[config.mk]
export PLATFORM = sky130hd
export DESIGN_NAME = mul_add_8bit_flat
export DESIGN_NICKNAME = d
export VERILOG_FILES = /design/src/rtl/mul_add_8bit_if.sv /design/src/rtl/mul_add_8bit.sv /design/src/flat_wrapper.sv
export SDC_FILE = /design/constraint.sdc
export NUM_CORES = 1
export LEC_CHECK = 0
export BUFFER_PORTS_ARGS = -buffer_cell sky130_fd_sc_hd__buf_4
export CAP_MARGIN = 20
export CORE_AREA = 2 2 103 75
export DETAILED_ROUTE_END_ITERATION = 10
export DIE_AREA = 0 0 105 77
export PLACE_DENSITY = 0.74
export SLEW_MARGIN = 20
export SYNTH_ARGS = -nofsm -noshare
export SYNTH_HDL_FRONTEND = slang
export SYNTH_SLANG_ARGS = --single-unit
[constraint.sdc]
create_clock -name clk -period 2.75 [get_ports clk]
set_clock_uncertainty 0.15 [all_clocks]
set_input_delay 0 -clock clk [delete_from_list [all_inputs] [get_ports clk]]
set_output_delay 0 -clock clk [all_outputs]
set_load 0.05 [all_outputs]
[src/rtl/mul_add_8bit_if.sv]
// Operand/result bundle for mul_add_8bit: in_valid start strobe with operands in,
// one-cycle out_valid result strobe with the reconstructed dividend and flags out.
interface mul_add_8bit_if #(
  parameter int WIDTH = 8
);
  logic               in_valid;
  logic [WIDTH-1:0]   quotient;
  logic [WIDTH-1:0]   divisor;
  logic [WIDTH-1:0]   remainder;
  logic               out_valid;
  logic [2*WIDTH-1:0] dividend;
  logic               ovf;
  logic               rem_err;

  modport master (
    output in_valid, quotient, divisor, remainder,
    input  out_valid, dividend, ovf, rem_err
  );

  modport slave (
    input  in_valid, quotient, divisor, remainder,
    output out_valid, dividend, ovf, rem_err
  );
endinterface

[src/rtl/mul_add_8bit.sv]
// Iterative shift-add reconstructor: dividend = quotient*divisor + remainder, one quotient bit per clock.
// Optional MULADD_EARLY_EXIT_EN ends CALC once no multiplier 1-bits remain (results unchanged).
module mul_add_8bit #(
  parameter int WIDTH = 8
) (
  input  logic            clk,
  input  logic            rst_n,
  mul_add_8bit_if.slave   bus
);

  localparam int          PW       = 2 * WIDTH;
  localparam logic [2:0]  CNT_LAST = 3'd7;

  typedef enum logic [1:0] {
    IDLE = 2'd0,
    CALC = 2'd1,
    DONE = 2'd2
  } state_t;

  state_t            state;
  state_t            state_nxt;

  logic [PW-1:0]     acc;
  logic [PW-1:0]     mcand;
  logic [WIDTH-1:0]  mplier;
  logic [2:0]        cnt;
  logic              rem_err_r;

  logic [PW-1:0]     dividend_r;
  logic              ovf_r;
  logic              rem_err_o;
  logic              out_valid_r;

  logic [PW-1:0]     acc_sum;
  logic [WIDTH-1:0]  mplier_sh;
  logic              last;
  logic              load;
  logic              finish;

  function automatic logic [PW-1:0] add_step(input logic [PW-1:0] a,
                                             input logic [PW-1:0] m,
                                             input logic          bit0);
    // Max 255*255+255 fits in 16 bits, so the sum never wraps.
    return bit0 ? (a + m) : a;
  endfunction

  function automatic logic upper_nonzero(input logic [PW-1:0] v);
    return |v[PW-1:WIDTH];
  endfunction

  assign acc_sum   = add_step(acc, mcand, mplier[0]);
  assign mplier_sh = mplier >> 1;

`ifdef MULADD_EARLY_EXIT_EN
  assign last = (cnt == CNT_LAST) || (mplier_sh == '0);
`else
  assign last = (cnt == CNT_LAST);
`endif

  always_ff @(posedge clk or negedge rst_n) begin
    if (!rst_n) begin
      state <= IDLE;
    end else begin
      state <= state_nxt;
    end
  end

  // DONE also samples in_valid so back-to-back operations run every 9 cycles.
  always_comb begin
    state_nxt = state;
    load      = 1'b0;
    finish    = 1'b0;
    case (state)
      IDLE: begin
        if (bus.in_valid) begin
          load      = 1'b1;
          state_nxt = CALC;
        end
      end
      CALC: begin
        if (last) begin
          finish    = 1'b1;
          state_nxt = DONE;
        end
      end
      DONE: begin
        if (bus.in_valid) begin
          load      = 1'b1;
          state_nxt = CALC;
        end else begin
          state_nxt = IDLE;
        end
      end
      default: state_nxt = IDLE;
    endcase
  end

  always_ff @(posedge clk or negedge rst_n) begin
    if (!rst_n) begin
      acc       <= '0;
      mcand     <= '0;
      mplier    <= '0;
      cnt       <= '0;
      rem_err_r <= 1'b0;
    end else if (load) begin
      acc       <= {{WIDTH{1'b0}}, bus.remainder};
      mcand     <= {{WIDTH{1'b0}}, bus.divisor};
      mplier    <= bus.quotient;
      cnt       <= '0;
      rem_err_r <= (bus.remainder >= bus.divisor);
    end else if (state == CALC) begin
      acc       <= acc_sum;
      mcand     <= mcand << 1;
      mplier    <= mplier_sh;
      cnt       <= cnt + 3'd1;
    end
  end

  // Result registers hold until the next finishing edge.
  always_ff @(posedge clk or negedge rst_n) begin
    if (!rst_n) begin
      dividend_r  <= '0;
      ovf_r       <= 1'b0;
      rem_err_o   <= 1'b0;
      out_valid_r <= 1'b0;
    end else begin
      out_valid_r <= finish;
      if (finish) begin
        dividend_r <= acc_sum;
        ovf_r      <= upper_nonzero(acc_sum);
        rem_err_o  <= rem_err_r;
      end
    end
  end

  assign bus.out_valid = out_valid_r;
  assign bus.dividend  = dividend_r;
  assign bus.ovf       = ovf_r;
  assign bus.rem_err   = rem_err_o;

endmodule

[src/flat_wrapper.sv]
// flat-port wrapper written by rule: the top's interface ports become plain ports
module mul_add_8bit_flat 
#(
  parameter int WIDTH = 8
)
  (clk, rst_n, bus_in_valid, bus_quotient, bus_divisor, bus_remainder, bus_out_valid, bus_dividend, bus_ovf, bus_rem_err);
  mul_add_8bit_if #(.WIDTH(WIDTH)) bus_i ();
  input  logic clk;
  input  logic rst_n;
  input wire logic [$bits(bus_i.in_valid)-1:0] bus_in_valid;
  input wire logic [$bits(bus_i.quotient)-1:0] bus_quotient;
  input wire logic [$bits(bus_i.divisor)-1:0] bus_divisor;
  input wire logic [$bits(bus_i.remainder)-1:0] bus_remainder;
  output wire logic [$bits(bus_i.out_valid)-1:0] bus_out_valid;
  output wire logic [$bits(bus_i.dividend)-1:0] bus_dividend;
  output wire logic [$bits(bus_i.ovf)-1:0] bus_ovf;
  output wire logic [$bits(bus_i.rem_err)-1:0] bus_rem_err;
  assign bus_i.in_valid = bus_in_valid;
  assign bus_i.quotient = bus_quotient;
  assign bus_i.divisor = bus_divisor;
  assign bus_i.remainder = bus_remainder;
  assign bus_out_valid = bus_i.out_valid;
  assign bus_dividend = bus_i.dividend;
  assign bus_ovf = bus_i.ovf;
  assign bus_rem_err = bus_i.rem_err;
  mul_add_8bit #(.WIDTH(WIDTH)) u_core (.clk(clk), .rst_n(rst_n), .bus(bus_i));
endmodule
==> Word-level counts from Yosys, hierarchy flattened <==
Cells that the tools add are included.
{ "totals": {"register_bits": 65, "out_inout_bits": 19, "wordCells": 40} }
{ "op_classes": {"addsub": 2, "order_cmp": 1, "eq_ne": 5, "n_mux": 17, "n_reduce_logical": 5} }
{ "ops": {"columns": ["cell", "count"], "rows": [
  ["2-to-1 mux 16 bit", 5],
  ["adder 16 bit", 1],
  ["2-to-1 mux 8 bit", 2],
  ["greater-or-equal comparator 8 bit", 1],
  ["OR reduction 8 bit", 1],
  ["2-to-1 mux 3 bit", 2],
  ["one-hot mux 2 bit (3 select lines)", 1],
  ["2-to-1 mux 1 bit", 5],
  ["2-to-1 mux 2 bit", 2],
  ["adder 3 x 1 -> 3 bit (second input constant)", 1],
  ["equality test 3 bit (second input constant)", 1],
  ["equality test 2 x 1 -> 1 bit (second input constant)", 1],
  ["equality test 2 bit (second input constant)", 1],
  ["zero test 2 bit", 1],
  ["!= test 2 x 1 -> 1 bit (second input constant)", 1],
  ["!= test 2 bit (second input constant)", 1],
  ["AND reduction 2 bit", 1],
  ["nonzero test 2 bit", 1],
  ["OR reduction 2 bit", 1]
]} }

==> Longest topological paths before layout <==
{ "depth": {"word_depth": 4, "depth_mapped": 10, "mapped_depth_nobuf": 10} }

==> Worst setup path after synthesis <==
No wires, ideal clock.
{ "synth_timing": {"path_type": "register to register", "start": "register u_core.mcand[0]", "end": "register u_core.ovf_r (netlist: u_core.bus.ovf)", "setup_time_ns": 0.136, "arrival_time_ns": 2.352, "required_time_ns": 2.464, "setup_slack_ns": 0.113, "stages_incl_launch_ff": 11, "n_path_buf": 0, "synth_period_minus_slack_ns": 2.637, "cell_sequence": "dfrtp_1 ha_1 fa_1 a21o_1 nand4_1 a21boi_0 o2111a_1 nor3_1 nand4_1 a2111oi_2 a31oi_1"} }
{ "synth_via": {"elab_chain_len": 3} }
{ "synth_rtl": {"columns": ["element", "line_no", "text"], "rows": [
  ["start, declared", "mul_add_8bit.sv:24", "logic [PW-1:0] mcand;"],
  ["start signal, assigned", "mul_add_8bit.sv:107", "mcand <= {{WIDTH{1'b0}}, bus.divisor};"],
  ["start signal, assigned", "mul_add_8bit.sv:113", "mcand <= mcand << 1;"],
  ["adder 16 bit", "mul_add_8bit.sv:44", "return bit0 ? (a + m) : a;"],
  ["2-to-1 mux 16 bit", "mul_add_8bit.sv:44", null],
  ["OR reduction 8 bit", "mul_add_8bit.sv:48", "return |v[PW-1:WIDTH];"],
  ["end signal, assigned", "mul_add_8bit.sv:130", "ovf_r <= upper_nonzero(acc_sum);"],
  ["end, declared", "mul_add_8bit.sv:30", "logic ovf_r;"]
]} }
No other way between the ends.
A chain may end at the register's enable or synchronous reset.

==> Worst setup path in the final report <==
{ "layout_timing": {"start": "register u_core.mcand[2]", "end": "register u_core.ovf_r (netlist: u_core.bus.ovf)"} }
The elaborated chain is that of the path after synthesis.

==> impl_summary.md <==
Logic synthesis
The number of different library cells used by synthesis comes to 50. The dominant synthesized flop cell is sky130_fd_sc_hd__dfrtp_1. The synthesized design contains 0 enable-type register cells. Counting every net in the synthesized netlist gives ~430.

The synthesized netlist occupies a cell area of 3610 µm². The library cell with the largest summed area after synthesis is sky130_fd_sc_hd__dfrtp_1. Sorting the synthesized cells by area gives the leading types as sky130_fd_sc_hd__dfrtp_1 45%, sky130_fd_sc_hd__ha_1 8.7%, sky130_fd_sc_hd__nand2_1 7.0%, sky130_fd_sc_hd__o21ai_0 4.9%, sky130_fd_sc_hd__a22oi_1 3.7%. After technology mapping, the gate count stands at 376. The sequential-to-total area share from yosys stat is 45.1%. The number of register bits inferred by synthesis is 65. The average instance area after synthesis is roughly 9.6 µm².

The post-synthesis async set-or-reset flop share is 100%. Yosys printed 0 warnings. The top cell type by area accounts for a little under half of the synthesized area.

Power
IR analysis of the VDD net gives a maximum drop of 658 µV. The sum of internal, switching and leakage power is 6.28 mW. For this design the ratio of total power to cell area is 1340 nW/µm². In this run the static leakage power is 2.27 nW.

Status
The flow ran to the end, and the final reports show no timing, DRC or antenna violations.

Min path
In this run the worst hold path is classified as in2async.

Die
The die covers between 8000 and 9000 µm². The area of the core region is 7090 µm². The die boundary width is 105 µm.

The die height is 77 µm. The floorplan row count is 26. During I/O placement, the number of pins put on the boundary was 46.

For this configuration, the core starts out at a cell density of between 50% and 60%.

Place
Timing analysis after detailed placement gives a worst setup slack of -0.0282 ns. The count of buffers inserted at the top-level ports is 45. The placed wire-length estimate after detailed placement is 6400 µm. At the end of routability-driven placement, the weighted congestion stood at 0.900.

Detailed routing
The final routed DRC violation total is 0. The routed design has 9270 µm of wire. The number of routed nets with antenna violations is 0. The total via count in the routed design is 3,244. The detail-routed via count per cell is 5.72. Before antenna repair, the detailed router went through 5 iterations. The iteration-0 DRC count of the detailed router is 228. In the final routed layout, each cell accounts on average for 16.3 µm.

STA
After routing, the total negative slack on setup checks comes to 0 ns. For the pin with the worst max-slew slack, the measured transition is 0.855 ns. The final worst hold slack is 0.141 ns.

The max-slew violation count is 0. The post-route clock period utilization is approximately 100%. Setup repair after global routing could not meet its margin everywhere. The final-report hold violation count is 0.

The worst slew margin relative to its limit is 42.4%. The setup slack of the critical path after layout is 0.0203 ns. Setup violations remaining at the end of the flow were counted as 0. The timing-limited maximum frequency is 366 MHz. The worst path in the final design needs a cycle of 2.73 ns, including I/O delays and setup.

GRT
The global-route wire length before repair is 15,500 µm. Entering global routing, the biggest net connects 66 pins. The remaining global-route overflow is 0. The number of antenna violations at the first check in global routing came to 0. Global routing consumed, over all layers together, between 20 and 25% of the routing resources.

The via count of the first global-routing pass is 3,012.

Clocking
The TritonCTS clock tree is yes. The clock latency of the later-clocked register in the worst-skew pair is 0.35 ns. The number of levels in the clock H-tree is 3. The number of clock buffers inserted by TritonCTS is 9. The clock tree root driver cell is sky130_fd_sc_hd__clkbuf_8. For this design, the sink count on the clock tree is 65. Clock-pin slew was measured on the worst setup and hold paths at 0.08 ns.

The worst-case clock buffer depth is 2.

Layout
The layout overhead on the synthesized area is 30.0%. In the final layout, the share of cells above drive strength 1 is 21.5%. The net count of the finished layout is 517. Leaving out fill and tap cells, the most frequent cell in the layout is sky130_fd_sc_hd__buf_4. The number of antenna repair diodes is 0.

Leaving out fill and tap cells, the most frequent cells in the layout are 69 x sky130_fd_sc_hd__buf_4, 67 x sky130_fd_sc_hd__nand2_1, 65 x sky130_fd_sc_hd__dfrtp_1.

Setup path
In this run the worst path has a maximum fanout of 4. Data on the critical path arrives at its endpoint at 2.81 ns. The capturing element type of the critical path is a flop.

The type of element launching the critical path is a flop. The critical path class is reg2reg. STA puts the critical path data required time at 2.83 ns.

Job
The count of maximum capacitance violations is 0.
==> repair_timing <==
action | 4_1_cts | 5_1_grt
buffers inserted | 2 | 1
hold buffers | 26 | 0
setup endpoints to repair | 1 | 7
endpoints found under the hold margin | 91 | 0
resized for setup | 6 | 7
pin swaps | 5 | 1
==> final cells by class <==
class                      instances  area (µm²)
inverter                          15        56.3
timing repair buffer              95         778
fill                             578        2400
clock inverter                     6        82.6
clock buffer                      10         128
tap                               98         123
multi-input combinational        278        1900
sequential                        65        1630
==> metrics by stage <==
step	area (µm²)	cells	utilization, %
global route	4690	567	66.2
floorplan	3610	376	-
global placement	4150	522	58.5
finish	4690	567	66.2
CTS	4650	566	65.6
detailed placement	4150	522	58.5
==> synthesized netlist by cell type (all sizes together) (2+ instances only) <==
| cell type | instances |
|---|---|
| a211oi | 3 |
| a21boi | 4 |
| a21o | 6 |
| a21oi | 16 |
| a22o | 14 |
| a22oi | 18 |
| a31oi | 3 |
| a32oi | 2 |
| buf | 5 |
| clkbuf | 13 |
| dfrtp | 65 |
| ha | 25 |
| inv | 14 |
| mux2i | 8 |
| nand2 | 67 |
| nand2b | 5 |
| nand3 | 2 |
| nand3b | 2 |
| nand4 | 4 |
| nor2 | 15 |
| nor2b | 4 |
| nor3 | 2 |
| nor3b | 2 |
| nor4 | 4 |
| o211ai | 4 |
| o21a | 3 |
| o21ai | 35 |
| o22ai | 3 |
| o31ai | 2 |
| or3 | 3 |
| xnor2 | 6 |
| xor2 | 3 |
==> per-layer routing <==
metal / share of wire [%] / vias up / track usage (%) / routed length (µm)
li1: - / 1543 / - / -
met1: 49 / 1554 / 37.5 / 4520
met2: 43 / 136 / 34.8 / 3950
met3: 7.6 / 11 / 4.68 / 705
met4: 1.1 / 0 / 6.80 / 100
met5: 0 / - / 0 / 0
==> report_power, final <==
group | switching, mW | internal [mW]
combinational | 2.18 | 1.47
clock | 0.379 | 0.506
sequential | 0.355 | 1.39
==> final timing paths <==
check | startpoint | to | slack (ns) | depth (start not counted)
worst max-delay path | u_core.mcand[2] | u_core.bus.ovf | 0.02 | 10
worst min-delay path | rst_n | u_core.bus.out_valid | 0.14 | 2
worst max register to register | u_core.mcand[2] | u_core.bus.ovf | 0.02 | 10
worst min register to register | u_core.bus.dividend[9] | u_core.bus.dividend[9] | 0.33 | 2
max in group asynchronous | rst_n | u_core.mplier[4] | 1.77 | 2
min in group clk | bus_quotient[1] | u_core.mplier[1] | 0.26 | 4
==> flip-flops by register name, indices dropped and copies added (netlist names) <==
signal	cells
u_core.acc	16
u_core.bus.dividend	16
u_core.bus.out_valid	1
u_core.bus.ovf	1
u_core.bus.rem_err	1
u_core.cnt	3
u_core.mcand	16
u_core.mplier	8
u_core.rem_err_r	1
u_core.state	2
==> critical path, cell delays in order (launching register included) <==
cell and delay (ns):
sky130_fd_sc_hd__dfrtp_1 0.41, sky130_fd_sc_hd__ha_1 0.36, sky130_fd_sc_hd__o21ai_0 0.15, sky130_fd_sc_hd__o211ai_1 0.19, sky130_fd_sc_hd__nand2_1 0.17, sky130_fd_sc_hd__buf_4 0.18, sky130_fd_sc_hd__o31ai_1 0.30, sky130_fd_sc_hd__xor2_1 0.11
sky130_fd_sc_hd__mux2i_1 0.34, sky130_fd_sc_hd__and2_1 0.18, sky130_fd_sc_hd__a31oi_1 0.07
==> kinds of logic after synthesis <==
kind of cell,synth area share (%)
AO/OA/AOI/OAI,23.3
multiplexers,2.53
XOR/XNOR,2.18
AND/OR/NAND/NOR,13.8
flip-flops,45.1
adder cells (fa/ha/maj),9.22
buffers and inverters,3.85
Power figures use the tool's default switching activity.
